**src/rtl/hni_txrsp_ctl.sv**
```systemverilog
// HNI TX RSP channel controller: link credit counter, 2-way requester arbiter and deactivation credit return.
// Optional macro HNI_TXRSP_QOS_PRIO_EN: QoS-priority arbitration ahead of round-robin on contention.

`ifndef CHIE_RSP_FLIT_RANGE
`define CHIE_RSP_FLIT_RANGE 72:0
`endif
`ifndef CHIE_RSP_FLIT_QOS_RANGE
`define CHIE_RSP_FLIT_QOS_RANGE 3:0
`endif
`ifndef HNI_LL_RSP_CRD_CNT_WIDTH
`define HNI_LL_RSP_CRD_CNT_WIDTH 4
`endif

module hni_txrsp_ctl #(
    parameter int unsigned HNI_TXRSP_MAX_CRD = 15
) (
    input  logic                       clk,
    input  logic                       rst,
    input  logic                       txrsp_lcrdv,
    input  logic                       txrsp_deact_req,
    input  logic                       req0_valid,
    input  logic [`CHIE_RSP_FLIT_RANGE] req0_flit,
    input  logic                       req1_valid,
    input  logic [`CHIE_RSP_FLIT_RANGE] req1_flit,
    output logic                       req0_ready,
    output logic                       req1_ready,
    output logic                       txrspflitpend,
    output logic                       txrspflitv,
    output logic [`CHIE_RSP_FLIT_RANGE] txrspflit,
    output logic                       txrsp_deact_done,
    output logic                       txrsp_crd_ovf
);

    localparam int CW = `HNI_LL_RSP_CRD_CNT_WIDTH;
    localparam logic [CW-1:0] MAX_CRD = CW'(HNI_TXRSP_MAX_CRD);

    typedef enum logic [1:0] {ST_RUN, ST_RETURN, ST_DONE} state_e;

    state_e                      state_q, state_d;
    logic [CW-1:0]               cnt_q, cnt_d;
    logic                        ptr_q, ptr_d;
    logic                        flitv_q, flitv_d;
    logic [`CHIE_RSP_FLIT_RANGE] flit_q, flit_d;
    logic                        pend_q, pend_d;
    logic                        ovf_q, ovf_d;
    logic                        done_q, done_d;

    logic grant_en;
    logic win0_both;
    logic lcrd_ret;
    logic issue;

    // ptr_q == 1 means requester 1 was granted last, so requester 0 wins a tie.
`ifdef HNI_TXRSP_QOS_PRIO_EN
    logic [`CHIE_RSP_FLIT_QOS_RANGE] qos0, qos1;
    assign qos0      = req0_flit[`CHIE_RSP_FLIT_QOS_RANGE];
    assign qos1      = req1_flit[`CHIE_RSP_FLIT_QOS_RANGE];
    assign win0_both = (qos0 > qos1) | ((qos0 == qos1) & ptr_q);
`else
    assign win0_both = ptr_q;
`endif

    assign grant_en   = (state_q == ST_RUN) & (cnt_q != '0);
    assign req0_ready = grant_en & req0_valid & (~req1_valid | win0_both);
    assign req1_ready = grant_en & req1_valid & (~req0_valid | ~win0_both);
    assign lcrd_ret   = (state_q == ST_RETURN) & (cnt_q != '0);
    assign issue      = req0_ready | req1_ready | lcrd_ret;

    always_comb begin
        cnt_d   = cnt_q;
        ovf_d   = ovf_q;
        ptr_d   = ptr_q;
        state_d = state_q;
        flitv_d = issue;
        flit_d  = '0;
        pend_d  = ((state_q == ST_RUN) & (req0_valid | req1_valid)) | (state_q == ST_RETURN);

        if (req0_ready) begin
            flit_d = req0_flit;
            ptr_d  = 1'b0;
        end else if (req1_ready) begin
            flit_d = req1_flit;
            ptr_d  = 1'b1;
        end

        if (txrsp_lcrdv && !issue) begin
            if (cnt_q == MAX_CRD) begin
                ovf_d = 1'b1;
            end else begin
                cnt_d = cnt_q + 1'b1;
            end
        end else if (!txrsp_lcrdv && issue) begin
            cnt_d = cnt_q - 1'b1;
        end

        // Leaving RETURN looks at the post-update count so a late credit keeps us returning.
        case (state_q)
            ST_RUN:    if (txrsp_deact_req) state_d = ST_RETURN;
            ST_RETURN: if (cnt_d == '0) state_d = ST_DONE;
            ST_DONE:   if (!txrsp_deact_req) state_d = ST_RUN;
            default:   state_d = ST_RUN;
        endcase

        done_d = (state_d == ST_DONE);
    end

    always_ff @(posedge clk) begin
        if (rst) begin
            state_q <= ST_RUN;
            cnt_q   <= '0;
            ptr_q   <= 1'b1;
            flitv_q <= 1'b0;
            flit_q  <= '0;
            pend_q  <= 1'b0;
            ovf_q   <= 1'b0;
            done_q  <= 1'b0;
        end else begin
            state_q <= state_d;
            cnt_q   <= cnt_d;
            ptr_q   <= ptr_d;
            flitv_q <= flitv_d;
            flit_q  <= flit_d;
            pend_q  <= pend_d;
            ovf_q   <= ovf_d;
            done_q  <= done_d;
        end
    end

    assign txrspflitv       = flitv_q;
    assign txrspflit        = flit_q;
    assign txrspflitpend    = pend_q;
    assign txrsp_crd_ovf    = ovf_q;
    assign txrsp_deact_done = done_q;

endmodule

```
**config.mk**
```make
export PLATFORM = sky130hd
export DESIGN_NAME = hni_txrsp_ctl
export DESIGN_NICKNAME = d
export VERILOG_FILES = /design/src/rtl/hni_txrsp_ctl.sv
export SDC_FILE = /design/constraint.sdc
export NUM_CORES = 1
export LEC_CHECK = 0
export CAP_MARGIN = 20
export CORE_AREA = 2 2 93 95
export CTS_BUF_LIST = sky130_fd_sc_hd__clkbuf_8
export CTS_CLUSTER_SIZE = 14
export DETAILED_ROUTE_END_ITERATION = 10
export DIE_AREA = 0 0 95 97
export PLACE_DENSITY = 0.93
export SLEW_MARGIN = 20
export SYNTH_ARGS = -nofsm -noshare
export SYNTH_HDL_FRONTEND = slang
export SYNTH_SLANG_ARGS = --single-unit
```
**constraint.sdc**
```tcl
create_clock -name clk -period 3.45 [get_ports clk]
set_clock_uncertainty 0.2 [all_clocks]
set_input_delay 0.5175 -clock clk [delete_from_list [all_inputs] [get_ports clk]]
set_output_delay 0.5175 -clock clk [all_outputs]
set_load 0.05 [all_outputs]
```
==> metrics <==
Starting Density 0.378; Die Width 95 um; distinct cell type count of the synthesized netlist 39; post-synth top area share 0.546; CP top delay family simple AND/OR/NAND/NOR gates; Leakage 2.11 nW; CP Capture Type output port; largest area contributor in the netlist dfxtp_1; EDFF count, synth 0; commonest cells after routing, fill and taps aside 227 x clkdlybuf4s50_1, 84 x dfxtp_1, 79 x nor2_1, 73 x a22oi_1, 10 x clkbuf_8; clock latency on the worst-skew pair 0.34 ns; GRT overflow 0; # DRC 0; Setup Fix Bufs, Post-CTS 0; worst slew pin tran 0.941 ns; yosys warns 0; crit share post-route 0.915; Rows 33; core region area 8130 um^2; final setup vio count 0; initial antenna violation count 0; largest net degree at the start of global routing 75; dpl cell area 5420 um^2; routability cong. 0.903; Port-buffer cells 230; crit path max fanout 32; TNS Setup 0 ns; Critical Path Start Type flip-flop; final hold violations 0; Layout area overhead 83.3%; DR pass1 iterations 4; Cells after Synth 323; placed cells 631; main flop type after synthesis dfxtp_1; Nets 691; buffers plus inverters on the worst setup path 2; worst vdd ir 0.320 mV; Max clock buf depth 2; Non-Filler Instances 647; Syn Nets 477; status finished, final reports clean; Via density 5.13; # hold bufs at CTS 0; Max transition margin 0.373; Synth area leaders dfxtp_1 55%, a22oi_1 18%, nor2_1 9.6%; setup slack of the critical path after layout 0.295 ns; Req. time, crit path 2.73 ns; Setup CP Type reg2out; die area 9220 um^2; crit-path max cell delay 0.64 ns; post-synthesis register bit count 84; IO Count 231; Power Total 3.45 mW; commonest non-fill, non-tap cell in the layout clkdlybuf4s50_1; sequential area share after synthesis 0.546; hold slack 0.291 ns; syn_area_per_cell 9.53 um^2; Clock Pin Slew Worst Setup and Hold Paths 0.09 ns; first-pass GRT wire length 15.8 mm; Clock Sinks 84; fmax 317 MHz; post-layout util 0.694; final max-slew violation count 0; dpl ws 0.676 ns; overall global routing resource usage 0.222; HP Class reg2reg; Vias 3319; Wirelength per Cell 16.3 um; vias in the first global route 3225; H-tree levels 3; number of DRC markers in iteration 0 141; MaxCap Viol Count 0; Num CTS Buffers 9; PwrDens 611 nW/um^2; Final min period 3.16 ns; hpwl dp 8.01 mm; layout cells sized above 1 0.0554; RSZ-0062 raised after global routing no; DRT antenna net count 0; critical path arrival 2.44 ns; CTS tree done; synthesized cell area 3080 um^2; slowest CP cell and3_2; Async SR Flop Fraction 0; post-CTS sizing 0; die height 97 um; Root Driver clkbuf_8; # diodes 0; crit path cell chain inv_1 > ha_1 > nor3b_4 > nor3_1 > and3_2 > buf_4; Final Instance Area 5640 um^2; drt total wl 10.6 mm
-- metal layers --
| metal | wire [um] | track usage | share of wire |
|---|---|---|---|
| met1 | 3750 | 0.227 | 0.35 |
| met4 | 333 | 0.105 | 0.031 |
| met3 | 979 | 0.0724 | 0.093 |
| met2 | 5520 | 0.400 | 0.52 |
| met5 | 0 | 0 | 0 |
-- cells in the mapped netlist (all sizes together) (4+ instances only) --
cell,count
nor3,5
clkbuf,16
buf,14
nand3,5
a22oi,73
o21ai,4
inv,4
nor2,79
dfxtp,84
-- power by group --
part / switching, mW / internal, mW
clock network: 0.347 / 0.428
registers: 0.0728 / 1.11
logic: 0.894 / 0.593
-- worst reg2reg max path: stages, from the launching register on --
cell	delay [ns]
dfxtp_1	0.44
inv_1	0.08
ha_1	0.23
nor3b_4	0.17
nor3_1	0.21
and3_2	0.64
buf_12	0.32
a22oi_1	0.17
nor2_1	0.15
-- final cells by class --
| class | count | area [um^2] |
|---|---|---|
| clock buffers | 10 | 138 |
| clock inverters | 6 | 88.8 |
| fillers | 623 | 2490 |
| inverters | 4 | 15.0 |
| multi-input cells | 205 | 1260 |
| flip-flops and latches | 84 | 1680 |
| well taps | 105 | 131 |
| repair buffers | 233 | 2330 |
-- cell families after synthesis --
family,after synthesis,synth area share
and+or+nand+nor,110,0.171
xor gates and xnor gates,1,0.00285
adders and majority gates,2,0.00813
DFF,84,0.546
buffers and inverters,34,0.0447
AOI/OAI and AO/OA,92,0.227
-- sequential cells by signal, summed over array words and instances, names as in the netlist --
| signal | count |
|---|---|
| txrspflit | 73 |
| txrsp_deact_done | 1 |
| ptr_q | 1 |
| txrsp_crd_ovf | 1 |
| state_q | 2 |
| txrspflitv | 1 |
| txrspflitpend | 1 |
| cnt_q | 4 |
-- final timing paths --
kind,startpoint,to,slack (ns),cells after the start
worst max-delay path,cnt_q[0],req0_ready,0.29,6
worst min register to register,txrsp_crd_ovf,txrsp_crd_ovf,0.29,2
worst min-delay path,txrsp_crd_ovf,txrsp_crd_ovf,0.29,2
worst max register to register,cnt_q[0],txrspflit[62],0.75,8
No activity file was read; power rests on OpenSTA's default activity.
